### src/rtl/mem_arb_pkg.sv
// Shared types and constants for the instruction/data memory arbiter.
package mem_arb_pkg;

    typedef enum logic {
        OWN_I = 1'b0,
        OWN_D = 1'b1
    } owner_e;

    typedef struct packed {
        logic   valid;
        owner_e owner;
    } tag_t;

    localparam logic [1:0] SZ_WORD = 2'd0;
    localparam logic [1:0] SZ_HALF = 2'd1;
    localparam logic [1:0] SZ_BYTE = 2'd2;

    localparam logic RD = 1'b1;
    localparam logic WR = 1'b0;

endpackage

### src/rtl/mem_arb_tagpipe.sv
// LATENCY-deep shift register carrying the read tag (valid + owner) from the
// grant cycle to the cycle the memory returns data.
module mem_arb_tagpipe
    import mem_arb_pkg::*;
#(
    parameter int LATENCY = 1
) (
    input  logic clk,
    input  logic reset,
    input  tag_t tag_in,
    output tag_t tag_out
);

    tag_t stages [LATENCY];

    // NOTE: non-blocking assignments let every stage shift on the same edge;
    // blocking ones would ripple one tag through the whole pipe in one cycle.
    always_ff @(posedge clk) begin
        if (reset) begin
            // NOTE: every stage is reset, not just the head -- a stale valid
            // bit left in any stage would emerge as a phantom rvalid.
            for (int i = 0; i < LATENCY; i++) begin
                stages[i] <= '0;
            end
        end else begin
            stages[0] <= tag_in;
            for (int i = 1; i < LATENCY; i++) begin
                stages[i] <= stages[i-1];
            end
        end
    end

    assign tag_out = stages[LATENCY-1];

endmodule

### src/rtl/mem_arbiter.sv
// Two-port (instruction fetch / data) arbiter onto one pipelined memory port.
// Define MEM_ARB_RR_EN for round-robin contention; default is data-priority
// with an instruction starvation guard.
module mem_arbiter
    import mem_arb_pkg::*;
#(
    parameter int LATENCY    = 1,
    parameter int STARVE_MAX = 4
) (
    input  logic        clk,
    input  logic        reset,

    input  logic        i_req,
    input  logic [31:0] i_addr,
    output logic        i_gnt,
    output logic        i_rvalid,
    output logic [31:0] i_rdata,

    input  logic        d_req,
    input  logic        d_rd_wr,
    input  logic [31:0] d_addr,
    input  logic [31:0] d_wdata,
    input  logic [1:0]  d_size,
    output logic        d_gnt,
    output logic        d_rvalid,
    output logic [31:0] d_rdata,

    output logic        m_enable,
    output logic        m_rd_wr,
    output logic [31:0] m_addr,
    output logic [31:0] m_wdata,
    output logic [1:0]  m_size,
    input  logic [31:0] m_rdata
);

    logic        i_win;
    tag_t        tag_in;
    tag_t        tag_out;
    logic [31:0] i_rdata_q;
    logic [31:0] d_rdata_q;

`ifdef MEM_ARB_RR_EN
    owner_e last_own;

    // On contention the port that won most recently yields.
    assign i_win = i_req && (!d_req || last_own == OWN_D);

    always_ff @(posedge clk) begin
        if (reset) begin
            last_own <= OWN_I;
        end else if (i_gnt) begin
            last_own <= OWN_I;
        end else if (d_gnt) begin
            last_own <= OWN_D;
        end
    end
`else
    localparam int SW = $clog2(STARVE_MAX + 1);
    localparam logic [SW-1:0] STARVE_LIM = SW'(STARVE_MAX);

    logic [SW-1:0] starve_cnt;

    // Data wins contention until the fetch side has waited STARVE_MAX cycles.
    assign i_win = i_req && (!d_req || starve_cnt == STARVE_LIM);

    always_ff @(posedge clk) begin
        if (reset || !i_req || i_gnt) begin
            starve_cnt <= '0;
        end else if (starve_cnt != STARVE_LIM) begin
            starve_cnt <= starve_cnt + 1'b1;
        end
    end
`endif

    assign i_gnt = !reset && i_win;
    assign d_gnt = !reset && d_req && !i_win;

    // NOTE: every output gets a default before the branches, so no path
    // leaves one unassigned and no latch is inferred.
    always_comb begin
        m_enable = i_gnt | d_gnt;
        m_rd_wr  = RD;
        m_addr   = '0;
        m_wdata  = '0;
        m_size   = SZ_WORD;
        if (i_gnt) begin
            m_addr = i_addr;
        end else if (d_gnt) begin
            m_rd_wr = d_rd_wr;
            m_addr  = d_addr;
            m_wdata = d_wdata;
            m_size  = d_size;
        end
    end

    assign tag_in.valid = i_gnt || (d_gnt && d_rd_wr == RD);
    assign tag_in.owner = d_gnt ? OWN_D : OWN_I;

    mem_arb_tagpipe #(
        .LATENCY (LATENCY)
    ) u_tagpipe (
        .clk     (clk),
        .reset   (reset),
        .tag_in  (tag_in),
        .tag_out (tag_out)
    );

    assign i_rvalid = !reset && tag_out.valid && tag_out.owner == OWN_I;
    assign d_rvalid = !reset && tag_out.valid && tag_out.owner == OWN_D;

    always_ff @(posedge clk) begin
        if (reset) begin
            i_rdata_q <= '0;
            d_rdata_q <= '0;
        end else begin
            if (i_rvalid) i_rdata_q <= m_rdata;
            if (d_rvalid) d_rdata_q <= m_rdata;
        end
    end

    // Returned data passes straight through in its cycle, then is held.
    assign i_rdata = reset ? '0 : (i_rvalid ? m_rdata : i_rdata_q);
    assign d_rdata = reset ? '0 : (d_rvalid ? m_rdata : d_rdata_q);

endmodule

### config.mk
export PLATFORM = sky130hd
export DESIGN_NAME = mem_arbiter
export DESIGN_NICKNAME = d
export VERILOG_FILES = /design/src/rtl/mem_arb_pkg.sv /design/src/rtl/mem_arb_tagpipe.sv /design/src/rtl/mem_arbiter.sv
export SDC_FILE = /design/constraint.sdc
export NUM_CORES = 1
export LEC_CHECK = 0
export CORE_MARGIN = 1.5
export CORE_UTILIZATION = 32
export CTS_CLUSTER_DIAMETER = 100
export DETAILED_ROUTE_END_ITERATION = 7
export GPL_TIMING_DRIVEN = 1
export PLACE_DENSITY = 0.78
export SLEW_MARGIN = 5
export SYNTH_ARGS = -nofsm -noshare
export SYNTH_HDL_FRONTEND = slang
export SYNTH_SLANG_ARGS = --single-unit
### constraint.sdc
create_clock -name clk -period 2.1 [get_ports clk]
set_clock_uncertainty 0.2 [all_clocks]
set_input_delay 0.525 -clock clk [delete_from_list [all_inputs] [get_ports clk]]
set_output_delay 0.525 -clock clk [all_outputs]
set_load 0.005 [all_outputs]
==> results.toml <==
[timing]
timing.fmax_mhz = 391
min_period_ns = 2.56
tns_ns = -46.16
rsz0062_at_grt = "true"
layout_setup_ws_ns = -0.460
whs_ns = 0.339
fin_crit_sh = 1.22
setup_violations = 134
drv_slew = 0
relSlewSlack = 0.822
hold_viol = 0
worst_pin_slew_ns = 0.267

[clock_tree]
clkTransAtPathRegs_ns = 0.05
ctsHtreeMaxLevel = 3
cts_tree = "yes"
cts_buffers = 9
clock_sinks = 69
cts-root-buf = "clkbuf_16"
clk_latency_ns = 0.32
cts.path.max_buffers = 2

[synthesis]
synthMuxAreaShare = 0.188
synthesis.area_um2 = 3830
synth_edf_count = 0
synth_top_family_by_area = "simple AND/OR/NAND/NOR gates"
yosysWarnings = 0
synth-seq-cells = 69
avgSynthCellArea_um2 = 9.71
synthesis.nets = 531
synthCells = 394
ys_seq_area_frac = 0.361
async_flop_share = 0
synth_xor_area_frac = 0
synth-simple-area-share = 0.324
synth_cell_type_count = 25
synth_compound_area_frac = 0.0602
ys.flop_type = "dfxtp_1"
synth_fa_ha_area_frac = 0.00654

[worst_setup_path]
worstPathMaxFanout = 7
cp_num_buf_inv = 4
critPathRequiredTime_ns = 1.37
cp_cell_sequence = "nor3b_4, buf_12, buf_12, buf_6, mux2_4, buf_6"
slowest_delay_ns = 0.36
worst-setup-path-type = "reg -> out"
r2r_cells = 6
crit_slowest_cell = "dfxtp_4"
cpLargestDelayFamily = "buffers and inverters"
crit_path_start_kind = "flop"
r2r-start = "u_tagpipe.stages[0][0]"
endpoint_kind = "output port"
r2r_slack_ns = 0.28
r2r-end = "i_rdata_q[14]"
crit_arrival_ns = 1.83

[routing]
first_pass_iters = 8
drt-total-wl_mm = 19.2
post_drt_wl_per_cell_um = 21.0
ant_nets = 0
drtIter0Drc = 198
vias_per_cell = 5.17
remaining_drc_errors = 2
vias = 4724

[layout]
final_cell_area_um2 = 9100
fillerInstances = 637
final_nets = 903
diodes = 0
drive_above_1_share = 0.556
area_growth_pct = 138

[grt]
track_usage = 0.257
grt_start_max_net_pins = 41
grt-ovfl-total = 0
antenna_found_initial = 0
grt_pass1_vias = 4872
grt_pass1_wl_mm = 25.8

[worst_hold_path]
worstHoldStart = "starve_cnt[0]"
min_to = "starve_cnt[0]"
hp-class = "reg -> reg"
holdPathStages = 2

[power]
leakagePower_nw = 4.12
power.density_nw_per_um2 = 459
vdd_drop_max_mv = 0.495

[floorplan]
die_w_um = 112
io_pins = 271
die_h_um = 112
start_util = 0.332
fp-row-count = 39
coreArea_um2 = 11500
die_area_um2 = 12600

[place]
gp_congestion = 0.848
placed_area_um2 = 7010
pre_cts_slack_ns = -0.810
port_buffers = 270
hpwl_mm = 9.86

[outcome]
violations = "DRC, setup timing"
status = "finished with violations"

[run]
maxCapViolations = 0
==> cell usage after synthesis, types with 3 or more instances <==
library cell | count | area share
and2b_1 | 11 | 0.022
and3_1 | 35 | 0.057
buf_2 | 12 | 0.016
buf_6 | 6 | 0.018
clkbuf_1 | 22 | 0.022
dfxtp_1 | 69 | 0.36
inv_1 | 3 | 0.0029
mux2_2 | 64 | 0.19
nand3b_1 | 64 | 0.13
nor2_1 | 5 | 0.0049
nor2b_1 | 54 | 0.088
o22ai_1 | 32 | 0.052
==> stage by stage <==
step           total power, mW   util  instances
6_report                  4.18  0.791        914
5_1_grt                   4.33  0.791        914
4_1_cts                   4.05  0.731        892
3_5_place_dp              2.28  0.609        802
3_3_place_gp              2.26  0.609        802
2_1_floorplan             1.70      -        394
==> cell type report <==
| class | count | area, um^2 | share of cell area |
|---|---|---|---|
| inverter | 3 | 11.3 | 0.00124 |
| clock buffer | 10 | 229 | 0.0251 |
| timing repair buffer | 403 | 4410 | 0.484 |
| multi-input combinational | 280 | 2800 | 0.308 |
| clock inverter | 6 | 86.3 | 0.00948 |
| tap | 143 | 179 | 0.0197 |
| sequential | 69 | 1390 | 0.153 |
==> cell usage in the layout, fill, tap and decap left out, types with 22 or more instances in the layout <==
master,count
and3_4,33
buf_12,22
buf_2,42
buf_4,39
buf_6,134
clkdlybuf4s50_1,131
dfxtp_1,65
mux2_4,44
nand3b_1,64
nor2b_1,54
o22ai_2,26
==> registers in the layout (all words and copies together) (netlist names) <==
register,count
d_rdata_q,32
i_rdata_q,32
starve_cnt,3
u_tagpipe.stages,2
==> repair_timing <==
action / CTS / global route
cloned: 16 / 7
setup endpoints to repair: 136 / 136
hold buffers: 0 / 0
setup buffers: 60 / 24
resized for setup: 648 / 163
pin swaps: 21 / 44
==> worst max-delay path by stage <==
stage / endpoint / slack, ns / startpoint / depth (start not counted)
after floorplan: i_rdata[10] / -0.10 / reset / 4
after global placement: m_wdata[20] / -0.80 / d_req / 5
after detailed placement: m_wdata[19] / -0.81 / d_req / 5
after CTS: m_addr[24] / -0.41 / starve_cnt[1] / 7
after global routing: i_rdata[15] / -0.51 / u_tagpipe.stages[0][0] / 6
final: i_rdata[18] / -0.46 / u_tagpipe.stages[0][0] / 6
==> report_power, final <==
part | total, mW | switching [mW] | internal (mW)
logic | 1.18 | 0.398 | 0.785
clock network | 1.62 | 0.578 | 1.04
registers | 1.37 | 0.0151 | 1.36
==> worst reg2reg max path, cell delays in order (launching register included) <==
cell and delay [ns]:
dfxtp_4 0.36, nor3b_4 0.29, buf_12 0.19, buf_12 0.13
buf_12 0.11, mux2_4 0.31, buf_4 0.14
==> logic make-up (layout without fill, tap and decap cells) <==
logic type	after synthesis	in the layout
mux	64	64
flops	69	69
buf+inv	45	422
simple gates	179	179
fa+ha+maj	2	2
compound gates	35	35
==> per-layer routing <==
metal  track usage  vias up  wire length [um]
met5             0        -                 0
met4        0.0945        0               435
met3        0.0599       37              1170
met2         0.468      220             10500
met1         0.293     2322              7090
li1              -     2145                 -
Power figures use the tool's default switching activity.
